--- config.mk ---
export PLATFORM = sky130hd
export DESIGN_NAME = cdb_arbiter
export DESIGN_NICKNAME = d
export VERILOG_FILES = /design/src/rtl/cdb_arbiter.sv
export SDC_FILE = /design/constraint.sdc
export NUM_CORES = 1
export LEC_CHECK = 0
export CORE_AREA = 2 2 315 317
export CTS_BUF_LIST = sky130_fd_sc_hd__clkbuf_8 sky130_fd_sc_hd__clkbuf_16
export DETAILED_ROUTE_END_ITERATION = 6
export DIE_AREA = 0 0 317 319
export GPL_ROUTABILITY_DRIVEN = 0
export PLACE_DENSITY = 0.72
export SETUP_SLACK_MARGIN = 0.05
export SYNTH_ARGS = -nofsm -noshare
export SYNTH_HDL_FRONTEND = slang
export SYNTH_SLANG_ARGS = --single-unit
--- constraint.sdc ---
create_clock -name clk -period 4.4 [get_ports clk]
set_input_delay 1.1 -clock clk [delete_from_list [all_inputs] [get_ports clk]]
set_output_delay 1.1 -clock clk [all_outputs]
set_load 0.1 [all_outputs]
--- src/rtl/cdb_arbiter.sv ---
// cdb_arbiter: buffers per-FU results (add, mul, div, br) in private FIFOs and round-robins their heads onto one CDB.
// Ports: clk, rst (async, active-high); cdb_{add,mul,div,br}_in per-FU results, enqueued when .valid=1;
//   global_branch_signal flushes every FIFO and blanks cdb_out; cdb_out arbitrated broadcast ('0 when idle);
//   stall_{add,mul,div,br} occupancy >= FIFO_DEPTH-STALL_MARGIN; overflow sticky flag for a dropped result.
// Optional: define CDB_BR_PRIORITY_EN to let a non-empty br FIFO always win without advancing the rotation.
package cdb_pkg;
  typedef struct packed {
    logic        valid;
    logic [4:0]  rob_idx;
    logic [5:0]  pd_s;
    logic [31:0] rd_v;
    logic        pc_select;
    logic [31:0] pc_branch;
  } cdb_t;
endpackage

module cdb_arbiter
  import cdb_pkg::*;
#(
  parameter int FIFO_DEPTH   = 4,
  parameter int STALL_MARGIN = 1
) (
  input  logic clk,
  input  logic rst,
  input  cdb_t cdb_add_in,
  input  cdb_t cdb_mul_in,
  input  cdb_t cdb_div_in,
  input  cdb_t cdb_br_in,
  input  logic global_branch_signal,
  output cdb_t cdb_out,
  output logic stall_add,
  output logic stall_mul,
  output logic stall_div,
  output logic stall_br,
  output logic overflow
);
  localparam int AW = $clog2(FIFO_DEPTH);
  localparam int CW = AW + 1;
  localparam logic [CW-1:0] FULL = CW'(FIFO_DEPTH);
  localparam logic [CW-1:0] THR  = CW'(FIFO_DEPTH - STALL_MARGIN);
  cdb_t       in_v [4];
  cdb_t       head [4];
  logic [3:0] ne, deq, drop, stall;
  logic [1:0] rr, win;
  logic       gnt;
  assign in_v[0] = cdb_add_in;
  assign in_v[1] = cdb_mul_in;
  assign in_v[2] = cdb_div_in;
  assign in_v[3] = cdb_br_in;
  // Scan from rr+3 down to rr so the nearest non-empty source at or after rr is left in win.
  always_comb begin
    win = rr;
    for (int k = 3; k >= 0; k--)
      if (ne[rr + 2'(k)]) win = rr + 2'(k);
`ifdef CDB_BR_PRIORITY_EN
    if (ne[3]) win = 2'd3;
`endif
    gnt = |ne && !global_branch_signal;
  end
  assign cdb_out = gnt ? head[win] : '0;
  for (genvar i = 0; i < 4; i++) begin : g_src
    cdb_t          mem [FIFO_DEPTH];
    cdb_t          wd;
    logic [AW-1:0] wp, rp;
    logic [CW-1:0] cnt;
    logic          enq;
    assign ne[i]    = cnt != '0;
    assign deq[i]   = gnt && win == 2'(i);
    // A full FIFO still accepts when its head leaves on the same edge.
    assign enq      = in_v[i].valid && !global_branch_signal && (cnt != FULL || deq[i]);
    assign drop[i]  = in_v[i].valid && !global_branch_signal && cnt == FULL && !deq[i];
    assign stall[i] = cnt >= THR;
    assign head[i]  = mem[rp];
    always_comb begin
      wd = in_v[i];
      wd.valid = 1'b1;
    end
    always_ff @(posedge clk or posedge rst)
      if (rst) begin
        wp  <= '0;
        rp  <= '0;
        cnt <= '0;
      end else if (global_branch_signal) begin
        wp  <= '0;
        rp  <= '0;
        cnt <= '0;
      end else begin
        wp  <= enq ? wp + 1'b1 : wp;
        rp  <= deq[i] ? rp + 1'b1 : rp;
        cnt <= cnt + CW'(enq) - CW'(deq[i]);
      end
    always_ff @(posedge clk)
      if (enq) mem[wp] <= wd;
  end
  always_ff @(posedge clk or posedge rst)
    if (rst) begin
      rr       <= '0;
      overflow <= 1'b0;
    end else begin
      overflow <= overflow | (|drop);
`ifdef CDB_BR_PRIORITY_EN
      if (gnt && win != 2'd3) rr <= win + 2'd1;
`else
      if (gnt) rr <= win + 2'd1;
`endif
    end
  assign stall_add = stall[0];
  assign stall_mul = stall[1];
  assign stall_div = stall[2];
  assign stall_br  = stall[3];
endmodule

== Word-level counts from Yosys, hierarchy flattened ==
Memories as Yosys holds them, arrays and structs flattened.
Index checks and enable logic that the tools add are counted.

* Bits in registers: 31
* Bits in writable memories: 1,216
* Word-level logic and storage cells: 149
* Memories: 4

{| class="wikitable"
|+ Memories
! name !! depth !! width !! rd ports !! clocked after memory_dff !! wr ports !! line !! source
|-
| g_src[0].mem || 4 || 76 || 1 || 0 || 1 || 62 || <nowiki>cdb_t mem [FIFO_DEPTH];</nowiki>
|-
| g_src[1].mem || 4 || 76 || 1 || 0 || 1 || 62 ||
|-
| g_src[2].mem || 4 || 76 || 1 || 0 || 1 || 62 ||
|-
| g_src[3].mem || 4 || 76 || 1 || 0 || 1 || 62 ||
|}

* Add/sub/neg operators: 20
* $lt $le $gt $ge: 9
* Equality and inequality tests: 11
* Mux-type cells: 44
* Bitwise logic cells: 2
* Reductions and logical operators: 45

{| class="wikitable"
|+ Operator list
! operator !! number
|-
| $mux 77 || 3
|-
| $bmux 77 s2 || 1
|-
| $mux 2 || 20
|-
| $logic_and 1x1->1 || 21
|-
| $add 2x1->2 const B || 10
|-
| $reduce_bool 2->1 || 8
|-
| $add 3x1->3 || 4
|-
| $eq 3x3->1 const B || 4
|-
| $ge 3x2->1 const B || 4
|-
| $lt 2x3->1 const B || 4
|-
| $mux 1 || 12
|-
| $mux 3 || 4
|-
| $ne 3x3->1 const B || 4
|-
| $reduce_bool 3->1 || 4
|-
| $sub 3x1->3 || 4
|-
| $bmux 1 s2 || 4
|-
| $reduce_or 4->1 || 2
|-
| $logic_not 1->1 || 5
|-
| $add 2x2->2 const B || 2
|-
| $eq 2x2->1 const B || 2
|-
| $logic_or 1x1->1 || 4
|-
| $ge 3x3->1 const B || 1
|-
| $not 2->3 || 1
|-
| $eq 2x1->1 const B || 1
|-
| 2 further kinds || 2
|}

== Logic depth before layout (Yosys ltp) ==
Gate-level depths: netlist (run 1).

* Depth after elaboration: 14
* Gate-level depth with buffers: 15
* Depth with buffers taken out: 14

== Least setup slack after synthesis (run 1) ==
Ideal clock, no wire load.

* Path kind: input-to-output
* From: input port global_branch_signal
* To: output port cdb_out[10] in the netlist's numbering
* Arrival time: 4.244 ns
* Setup slack: -0.944 ns
* Stages: 6
* Path buffers: 3
* Path through: clkbuf_1 inv_1 o31ai_4 clkbuf_1 clkbuf_1 a211oi_1

{| class="wikitable"
|+ RTL lines
! item !! line !! source
|-
| start, declared || 29 || <nowiki>input logic global_branch_signal,</nowiki>
|-
| end, declared || 30 || <nowiki>output cdb_t cdb_out,</nowiki>
|}

==> results.ini, run 1 <==
[critical_path]
worst_r2r_start=g_src[0].cnt[0]
worst_r2r_endpoint=g_src[1].cnt[2]
critical_path.startpoint_type=register
crit_type=register to output pin
crit_arrival_ns=3.49
critical_path.max_fanout=7
cp_data_required_time_ns=3.30
r2r_setup_slack_ns=0.25
endpoint_kind=output pin
r2r.worst_path.cells=17

[status]
run_status=finished, violations left
violations=setup timing

[drt]
drt_iter0_drc=2732
remaining_drc_errors=0
viasPerCell=6.06
detailroute.via_count=25367
antenna_violating_nets_post_route=0
postRouteWirelength_mm=134
firstDrtPassIters=6
routedWlPerCell_um=32.0

[logic_synthesis]
ys_seq_elements=1247
yosys.cell_types.count=47
synth_edf_count=1216
synthesis.nets=2525
ys_async_sr_fraction_pct=2.49
postSynth.topFlopCell=sky130_fd_sc_hd__edfxtp_1
synthesis.yosys.warnings=0
synthCells=2182
synth_seq_area_share_pct=76.9
syn_avg_cell_area_sq_um=22.2
post_synth_instance_area_sq_mm=0.0485

[timing]
rsz_0062_raised_after_global_routing=true
min_period_over_period_pct=104
achievable-frequency_ghz=0.218
timing.clock.skew_ns=0.0275
hold_vio_cnt_final=0
post-route-min-period_ns=4.59
hold_ws_ns=0.585
maxSlewHeadroom_pct=34.6
setup_violation_total_in_the_final_timing_report=74
post-route-worst-setup-slack_ns=-0.193
slew_viols_final=0
timing_worst_slew_pin_value_ns=0.978

[clock_network]
clock_insertion_delay_worst_skew_ns=0.75
root_buffer=sky130_fd_sc_hd__clkbuf_16
max-clock-path-buffers=3
tritoncts=built
cts.sinks=1247
clkSlewWorstSetupHoldPaths_ns=0.06
cts_inserted_buffers=131
h-tree-depth=4

[grt]
grt_usage_pct=26.6
grt_first_pass_wirelength_mm=188
grt_pass1_vias=26293
grt_max_degree=77
grt_antenna_before_repair=34
grt.overflow.total=0

[floorplan]
core_area_sq_mm=0.0977
die_w_um=317
ios=393
placement_rows=115
dieHeight_um=319
die_area_sq_mm=0.101
initial_cell_density_of_the_core_pct=49.6

[power_and_ir_drop]
leakage_nw=20.2
vdd_ir_drop_max_v=0.00110
power_per_cell_area_mw_per_mm2=790

[hold_path]
hp-class=register to register
whs_path_depth=2
timing.hold.worst.start=g_src[0].wp[0]
hold_end=g_src[0].wp[0]

[final_layout]
post-route-util_pct=64.4
area.growth.synth_to_final_pct=29.9
multiInputGateArea_sq_mm=0.0122
final_nets=3134
ff_latch_area_sq_mm=0.0373
final_layout_size_suffix_gt1_share_pct=35.5
num-fill-cells=6213

[place]
hpwlAfterDp_mm=84.2
port_buffers=392

[job]
cap_violations=0

[power by group]
group / total, mW / internal [mW] / switching, mW
clock: 10.6 / 6.09 / 4.50
sequential: 14.2 / 13.8 / 0.348
combinational: 24.9 / 10.2 / 14.7
[how the worst max path moves through the flow]
stage	from	endpoint	slack, ns	cells past startpoint
2_1_floorplan	global_branch_signal	cdb_out[16]	-0.94	6
3_3_place_gp	g_src[0].cnt[1]	cdb_out[32]	0.05	10
3_5_place_dp	g_src[2].cnt[0]	cdb_out[32]	0.006	10
4_1_cts	g_src[0].cnt[1]	cdb_out[1]	-0.16	11
5_1_grt	g_src[0].cnt[0]	cdb_out[41]	-0.27	10
6_report	g_src[0].cnt[0]	cdb_out[33]	-0.19	11
[state kept, by name (all words and copies together) (netlist names)]
register / cells
g_src.wp: 8
g_src.rp: 8
overflow: 1
rr: 2
g_src.mem: 1216
g_src.cnt: 12
[worst max-delay path, cell delays in order, from the launching register on]
cell and delay [ns]:
sky130_fd_sc_hd__dfrtp_2 0.44, sky130_fd_sc_hd__nor3_4 0.27, sky130_fd_sc_hd__o22ai_2 0.12, sky130_fd_sc_hd__a22o_1 0.24, sky130_fd_sc_hd__a221o_4 0.40, sky130_fd_sc_hd__buf_6 0.16
sky130_fd_sc_hd__buf_12 0.15, sky130_fd_sc_hd__buf_16 0.16, sky130_fd_sc_hd__and2_4 0.15, sky130_fd_sc_hd__a211oi_4 0.35, sky130_fd_sc_hd__a211oi_2 0.10, sky130_fd_sc_hd__buf_12 0.19
[layout make-up]
cell class | count | area share [%]
Clock buffer | 133 | 5.29
Tap cell | 1287 | 2.56
Sequential cell | 1247 | 59.3
Inverter | 28 | 0.167
Multi-Input combinational cell | 775 | 19.3
Clock inverter | 101 | 1.25
Timing Repair Buffer | 608 | 12.1
Antenna cell | 10 | 0.0398
[synthesized netlist by cell type, drive strengths merged, types with 7 or more instances]
cell type,count,area share (%)
edfxtp,1216,75
mux4,304,14
a211oi,152,2.4
clkbuf,98,0.77
and2,86,1.1
mux2i,79,1.6
buf,34,0.42
dfrtp,31,1.6
ha,28,0.72
inv,28,0.22
nor2,22,0.17
nand2,20,0.15
o21ai,13,0.13
and3,8,0.10
nand4,8,0.10
xor2,7,0.13
[logic make-up after synthesis]
family / share of synthesized area [%]
adders and majority gates: 0.888
buffers and inverters: 1.40
AOI/OAI and AO/OA: 2.83
xor gates and xnor gates: 0.181
muxes: 15.8
and+or+nand+nor: 1.97
DFF: 76.9
[layer usage]
| metal | vias to the layer above | GRT usage (%) | share of wire (%) |
|---|---|---|---|
| met3 | 269 | 6.87 | 9.0 |
| li1 | 10390 | - | - |
| met5 | - | 0 | 0.25 |
| met1 | 13443 | 33.6 | 36 |
| met2 | 1215 | 44.0 | 51 |
| met4 | 50 | 10.6 | 4.2 |
[placed cells by master, fill, tap and decap left out, drive strengths merged, types with 7 or more instances in the layout]
master         synthesis  layout
edfxtp              1216    1216
ha                    28      28
clkinvlp               0       7
nand4                  8       8
mux4                 304     304
o21ai                 13      13
clkinv                 0      57
diode                  0      10
a211oi               152     152
and2                  86      86
clkbuf                98     141
buf                   34     283
inv                   28      55
mux2i                 79      79
bufinv                 0      10
xor2                   7       7
and3                   8       8
nor2                  22      22
clkdlybuf4s50          0     315
nand2                 20      20
dfrtp                 31      31
[metrics by stage]
stage,cells,instance area [sq um],worst slack (ns),power (mW),setup TNS (ns)
2_1_floorplan,2182,48600,-0.943,24.9,-62.52
4_1_cts,4167,62300,-0.163,48.2,-5.80
6_report,4189,63000,-0.193,49.7,-7.45
5_1_grt,4183,62900,-0.273,51.0,-15.50
3_5_place_dp,3880,56100,0.00631,32.6,0
3_3_place_gp,3880,56100,0.0468,32.4,0
[timing repair]
| item | 4_1_cts | 5_1_grt |
|---|---|---|
| setup endpoints to repair | 76 | 76 |
| hold buffers | 0 | 0 |
| gates cloned | 16 | 9 |
| setup buffers | 40 | 12 |
| resized for setup | 270 | 92 |
| pin swaps | 94 | 81 |
(Power assumes the default switching activity.)
==> run 2: changes to the inputs <==
- SKIP_LAST_GASP: default -> 1
- TNS_END_PERCENT: default -> 10
==> run 2 against run 1 <==
The run still ends with setup timing left. Non-clock buffer count shrank 79. Utilization shrank 1.8 points. Clock skew is essentially flat. Largest power group unchanged.
==> results.ini, run 2 (synthesis results as in run 1) <==
[status]
run_status=finished, violations left
violations=setup timing

[timing]
rsz_0062_raised_after_global_routing=true
post-route-min-period_ns=4.63
setup_violation_total_in_the_final_timing_report=77
timing.clock.skew_ns=0.0276
post-route-worst-setup-slack_ns=-0.234
slew_viols_final=0
maxSlewHeadroom_pct=34.4
timing_worst_slew_pin_value_ns=0.981
hold_vio_cnt_final=0
min_period_over_period_pct=105
achievable-frequency_ghz=0.216

[floorplan]
initial_cell_density_of_the_core_pct=49.6
core_area_sq_mm=0.0977
dieHeight_um=319
ios=393
die_area_sq_mm=0.101
die_w_um=317
placement_rows=115

[power_and_ir_drop]
sequentialPowerShare_pct=31.5
power_per_cell_area_mw_per_mm2=739
vdd_ir_drop_max_v=0.00102
power.share.switching_pct=38.9
share_clk_of_total_power_pct=22.9
power_frac_comb_pct=45.7
power_switching_mw=17.6
leakage_nw=19.6
cell_internal_pwr_mw=27.6

[grt]
use_met1_pct=32.4
globalRoute.busiestLayer=met2
grt_pass1_vias=25909
grt_max_degree=77
grt_usage_pct=26.5
grt_antenna_before_repair=45
grt_first_pass_wirelength_mm=187
met2_usage_pct=45.5
global_route.usage.met3_pct=6.84
grt.overflow.total=0

[critical_path]
worst_r2r_endpoint=g_src[1].cnt[2]
critical_path.max_fanout=8
critPathBufInv=4
worst_r2r_start=g_src[0].cnt[0]
cp_data_required_time_ns=3.30
slowest_stage=sky130_fd_sc_hd__dfrtp_1
critical_path.startpoint_type=register
endpoint_kind=output pin
critical_path.most_common_cell=sky130_fd_sc_hd__buf_12
crit_family=compound AO/OA/AOI/OAI gates
crit_type=register to output pin
r2r.worst_path.cells=17
r2r_setup_slack_ns=0.05
crit_arrival_ns=3.53
crit_chain=nor3_4 > o22ai_2 > a22o_4 > a221o_4 > buf_12 > buf_16 > mux2i_4 > a211oi_4 > buf_4 > buf_12
cpPeakStageDelay_ns=0.43

[final_layout]
num-fill-cells=6438
mostFrequentLayoutCell=sky130_fd_sc_hd__edfxtp_1
area.growth.synth_to_final_pct=26.2
most-common-layout-cells=sky130_fd_sc_hd__edfxtp_1, sky130_fd_sc_hd__clkdlybuf4s50_1, sky130_fd_sc_hd__mux4_2
largest_reg_flops=1216
registers.top_by_ff_count=g_src.mem
final_cell_count_no_fill=4111
postLayoutCellArea_sq_mm=0.0612
final_nets=3055
final_layout_size_suffix_gt1_share_pct=31.1
biggestRegsByFlops=g_src.mem (1216), g_src.cnt (12)

[clock_network]
clkSlewWorstSetupHoldPaths_ns=0.05
tritoncts=built
root_buffer=sky130_fd_sc_hd__clkbuf_16
cts_inserted_buffers=130
cts.sinks=1247
max-clock-path-buffers=3
clock_insertion_delay_worst_skew_ns=0.75
h-tree-depth=4

[drt]
detailroute.via_count=24709
remaining_drc_errors=0
drt_iter0_drc=2866
antenna_violating_nets_post_route=0
postRouteWirelength_mm=132
routedWlPerCell_um=32.1
viasPerCell=6.01
firstDrtPassIters=5

[place]
port_buffers=392
placed_area_sq_mm=0.0558
place.detailed.instances=3847
place_ws_ns=0.0857
hpwlAfterDp_mm=86.5

[job]
cap_violations=0

[hold_path]
timing.hold.worst.start=g_src[3].wp[1]
hold_end=g_src[3].wp[1]
hp-class=register to register
whs_path_depth=2

run 2: cell types whose count changed in the layout (fill, tap and decap cells not counted), moves of 10 or more:
cell	previous run	this run
sky130_fd_sc_hd__inv_1	45	59
sky130_fd_sc_hd__mux2i_4	13	3
sky130_fd_sc_hd__and2_0	45	60
sky130_fd_sc_hd__mux2i_1	45	69
sky130_fd_sc_hd__mux2i_2	21	7
sky130_fd_sc_hd__a211oi_2	75	88
sky130_fd_sc_hd__a211oi_4	67	33
sky130_fd_sc_hd__buf_6	21	3
sky130_fd_sc_hd__and2_4	28	12
sky130_fd_sc_hd__buf_4	111	80
sky130_fd_sc_hd__a211oi_1	10	31
run 2: worst max path at each step:
stage,startpoint,to,slack (ns),cells after the start
floorplan,global_branch_signal,cdb_out[16],-0.94,6
global placement,g_src[3].cnt[0],cdb_out[16],0.19,9
detailed placement,g_src[3].cnt[0],cdb_out[16],0.09,9
CTS,g_src[0].cnt[2],cdb_out[21],-0.23,10
global route,g_src[0].cnt[0],cdb_out[3],-0.31,10
finish,g_src[0].cnt[0],cdb_out[21],-0.23,10
run 2: timing repair:
item / CTS / global route
gates resized for setup: 152 / 40
endpoints found under the setup margin: 76 / 79
pin swaps: 39 / 23
cloned: 8 / 2
endpoints found under the hold margin: 0 / 0
setup buffers: 11 / 5
hold buffers: 0 / 0
run 2: final cells by class:
class                           instances  area (sq um)  area share (%)
Timing Repair Buffer                  529          6500            10.6
Multi-Input combinational cell        776         11600            18.9
Sequential cell                      1247         37300            61.0
Antenna cell                           15          37.5          0.0614
Inverter                               28           105           0.172
Clock buffer                          133          3330            5.44
Clock inverter                         96           676            1.10
Tap cell                             1287          1610            2.63
run 2: worst min-delay path, delay by kind of cell, from the launching register on:
kind / cells / cell delay (ns)
mux: 1 / 0.06
flops: 1 / 0.41
simple gates: 1 / 0.08
run 2: per-layer routing:
metal,wire length (um),vias up
met3,10600,253
met5,350,-
met2,69300,1056
li1,-,10269
met1,47000,13077
met4,4710,54
run 2: stage by stage:
step	utilization [%]	setup TNS [ns]	total power, mW	hold slack [ns]
6_report	62.6	-11.92	45.2	0.595
5_1_grt	62.6	-19.18	46.5	0.625
4_1_cts	62.3	-14.46	44.8	0.594
3_5_place_dp	57.1	0	32.1	0.567
3_3_place_gp	57.1	0	31.8	0.551
2_1_floorplan	-	-76.99	24.9	0.509
run 2: power groups by stage:
stage               clock (mW)  sequential (mW)  combinational, mW
CTS                       10.5             14.2               20.1
global route              10.9             14.3               21.2
finish                    10.3             14.2               20.6
floorplan                    0             14.3               10.6
detailed placement           0             14.5               17.6
global placement             0             14.4               17.4
==> edit: new RTL, settings of run 2 <==
Change the parameter `FIFO_DEPTH` from 4 to 2.
--- a/src/rtl/cdb_arbiter.sv
+++ b/src/rtl/cdb_arbiter.sv
@@ -17,7 +17,7 @@
 module cdb_arbiter
   import cdb_pkg::*;
 #(
-  parameter int FIFO_DEPTH   = 4,
+  parameter int FIFO_DEPTH   = 2,
   parameter int STALL_MARGIN = 1
 ) (
   input  logic clk,
Behaviour: not the same (a bounded check fails within 4 cycles, from zero or initial values and one cycle with rst high).
==> edit against run 2 <==
Wire length fell by 45%. Cell area fell by 44%. Sequential share of layout area fell by 6.3 points. Worst setup slack improved by 350 ps. Critical path depth did not move. Sequential cell count fell by 620. Synthesized area fell by 49%. Register-to-register slack improved by 800 ps. Critical endpoint is now cdb_out[24]. Largest cell class unchanged.
Power is not shown: default switching activity piles up to over one toggle a cycle in this logic, so the estimate is an artifact.
==> edit: results (changes against run 2) <==
* Status: complete, no violations
* Biggest regs: g_src.mem x608, g_src.cnt x8
* Root buffer cell: clkbuf_16
* Clock slew at reported path FFs at 60 ps
* CTS Buf Count at 72 (-45%)
* Port buffer count at 392 (unchanged)
* Share of layout cells above drive strength 1 at 22.2% (-8.9 points)
* H-tree depth at 3 (-1)
* Worst Hold End: overflow
* Vias in the first global route at 15,302 (-41%)
* Post-synth EDFFs at 608 (-50%)
* Max Buffers Root-to-Sink at 3 (unchanged)
* Worst-Margin Slew at 1030 ps (+50.2 ps)
* First-pass DRT Iterations at 5 (unchanged)
* WL final at 72,700 µm (-45%)
* Iteration-0 DRC Markers at 1,083 (-62%)
* Latest clock arrival within the worst-skew pair at 620 ps (-130 ps)
* Hold_sp: overflow
* Vias per std cell at 4.49 (-25%)
* Net Count, Synth at 1,839 (-27%)
* Worst r2r dst: g_src[0].mem[0][60]
* HP Class: flip-flop to flip-flop
* Worst R2R Start: g_src[3].cnt[1]
* DP Wirelength at 49,500 µm (-43%)
* Synth warn at 0 (unchanged)
* Largest net degree at the start of global routing at 64 (-17%)
* Ys async rst share at 3.03% (+0.54 points)
* Commonest cells post-synth: edfxtp_1 (608), nor2_1 (170), a21oi_1 (155), mux2i_1 (154), mux2_2 (152)
* Hold Path Stages at 1 (-1)
* Crit path max fanout at 27 (+19)
* Synth top area cells: edfxtp_1 (73%), mux2_2 (6.9%), mux2i_1 (6.2%), a21oi_1 (3.1%), nor2_1 (2.6%)
* Nets@finish at 2,289 (-25%)
* Path depth of the worst reg2reg path at 10 (-7)
* Register area share after synthesis at 75.1% (-1.8 points)
* R2R setup slack at 850 ps (+800 ps)
* Synth unique cells at 43 (-8.5%)
* Worst Skew at 17.2 ps (-10.4 ps)
* First-pass GRT wire length at 103,000 µm (-45%)
* Initial antenna violation count at 30 (-33%)
* Gr usage total at 14.1% (-12 points)
[edit: through the flow]
stage	hold WS [ps]	worst slack (ps)	util (%)	std cells	instance area [µm²]
after floorplan	481	-1090	-	1520	25000
after global placement	500	251	32.5	3174	31700
after detailed placement	516	211	32.5	3174	31700
after CTS	531	-18.2	34.9	3305	34100
after global routing	555	4.19	35.1	3321	34300
final	524	117	35.1	3322	34300
[edit: critical path, stage by stage, from the launching register on]
cell,delay (ps)
dfrtp_1,430
nor2_4,220
inv_2,100
o221a_4,290
o21a_4,330
buf_4,180
bufbuf_16,310
nor2_1,140
a21oi_1,70
o22ai_1,260
buf_12,210
[edit: metal layers]
metal,vias up,wire (µm),GRT usage (%)
li1,6795,-,-
met1,7467,29000,17.0
met2,473,35700,23.1
met3,145,5160,3.99
met4,24,2630,6.66
met5,-,159,0
[edit: worst max path at each step]
stage                    endpoint  depth (start not counted)  slack [ps]                 start
2_1_floorplan  g_src[3].mem[0][0]                          5       -1090  global_branch_signal
3_3_place_gp           cdb_out[4]                          7         250  global_branch_signal
3_5_place_dp           cdb_out[7]                          7         210  global_branch_signal
4_1_cts               cdb_out[38]                         10         -20       g_src[3].cnt[1]
5_1_grt               cdb_out[38]                         10           4       g_src[3].cnt[1]
6_report              cdb_out[24]                         10         120       g_src[3].cnt[1]
[edit: timing repair]
| action | in CTS | in global routing |
|---|---|---|
| cloned | 2 | 0 |
| endpoints found under the setup margin | 61 | 75 |
| resized for setup | 10 | 16 |
| pin swaps | 3 | 1 |
| buffers inserted | 7 | 0 |
[edit: logic make-up (layout without fill, tap and decap cells)]
family          Yosys count  in the layout  share of synthesized area, %
other cells               0             17                             0
xor+xnor                 11             11                         0.386
mux                     306            306                          13.0
fa+ha+maj                 8              8                         0.401
buf+inv                 106            603                          1.76
simple gates            204            204                          3.40
compound gates          258            259                          5.91
flops                   627            627                          75.1
[edit: area by class of cell]
type	count	area, µm²
Clock buffer	75	1870
Fill cell	9129	63400
Tap cell	1287	1610
Antenna cell	17	42.5
Sequential cell	627	18700
Timing Repair Buffer	464	5580
Inverter	17	63.8
Multi-Input combinational cell	788	5980
Clock inverter	47	368
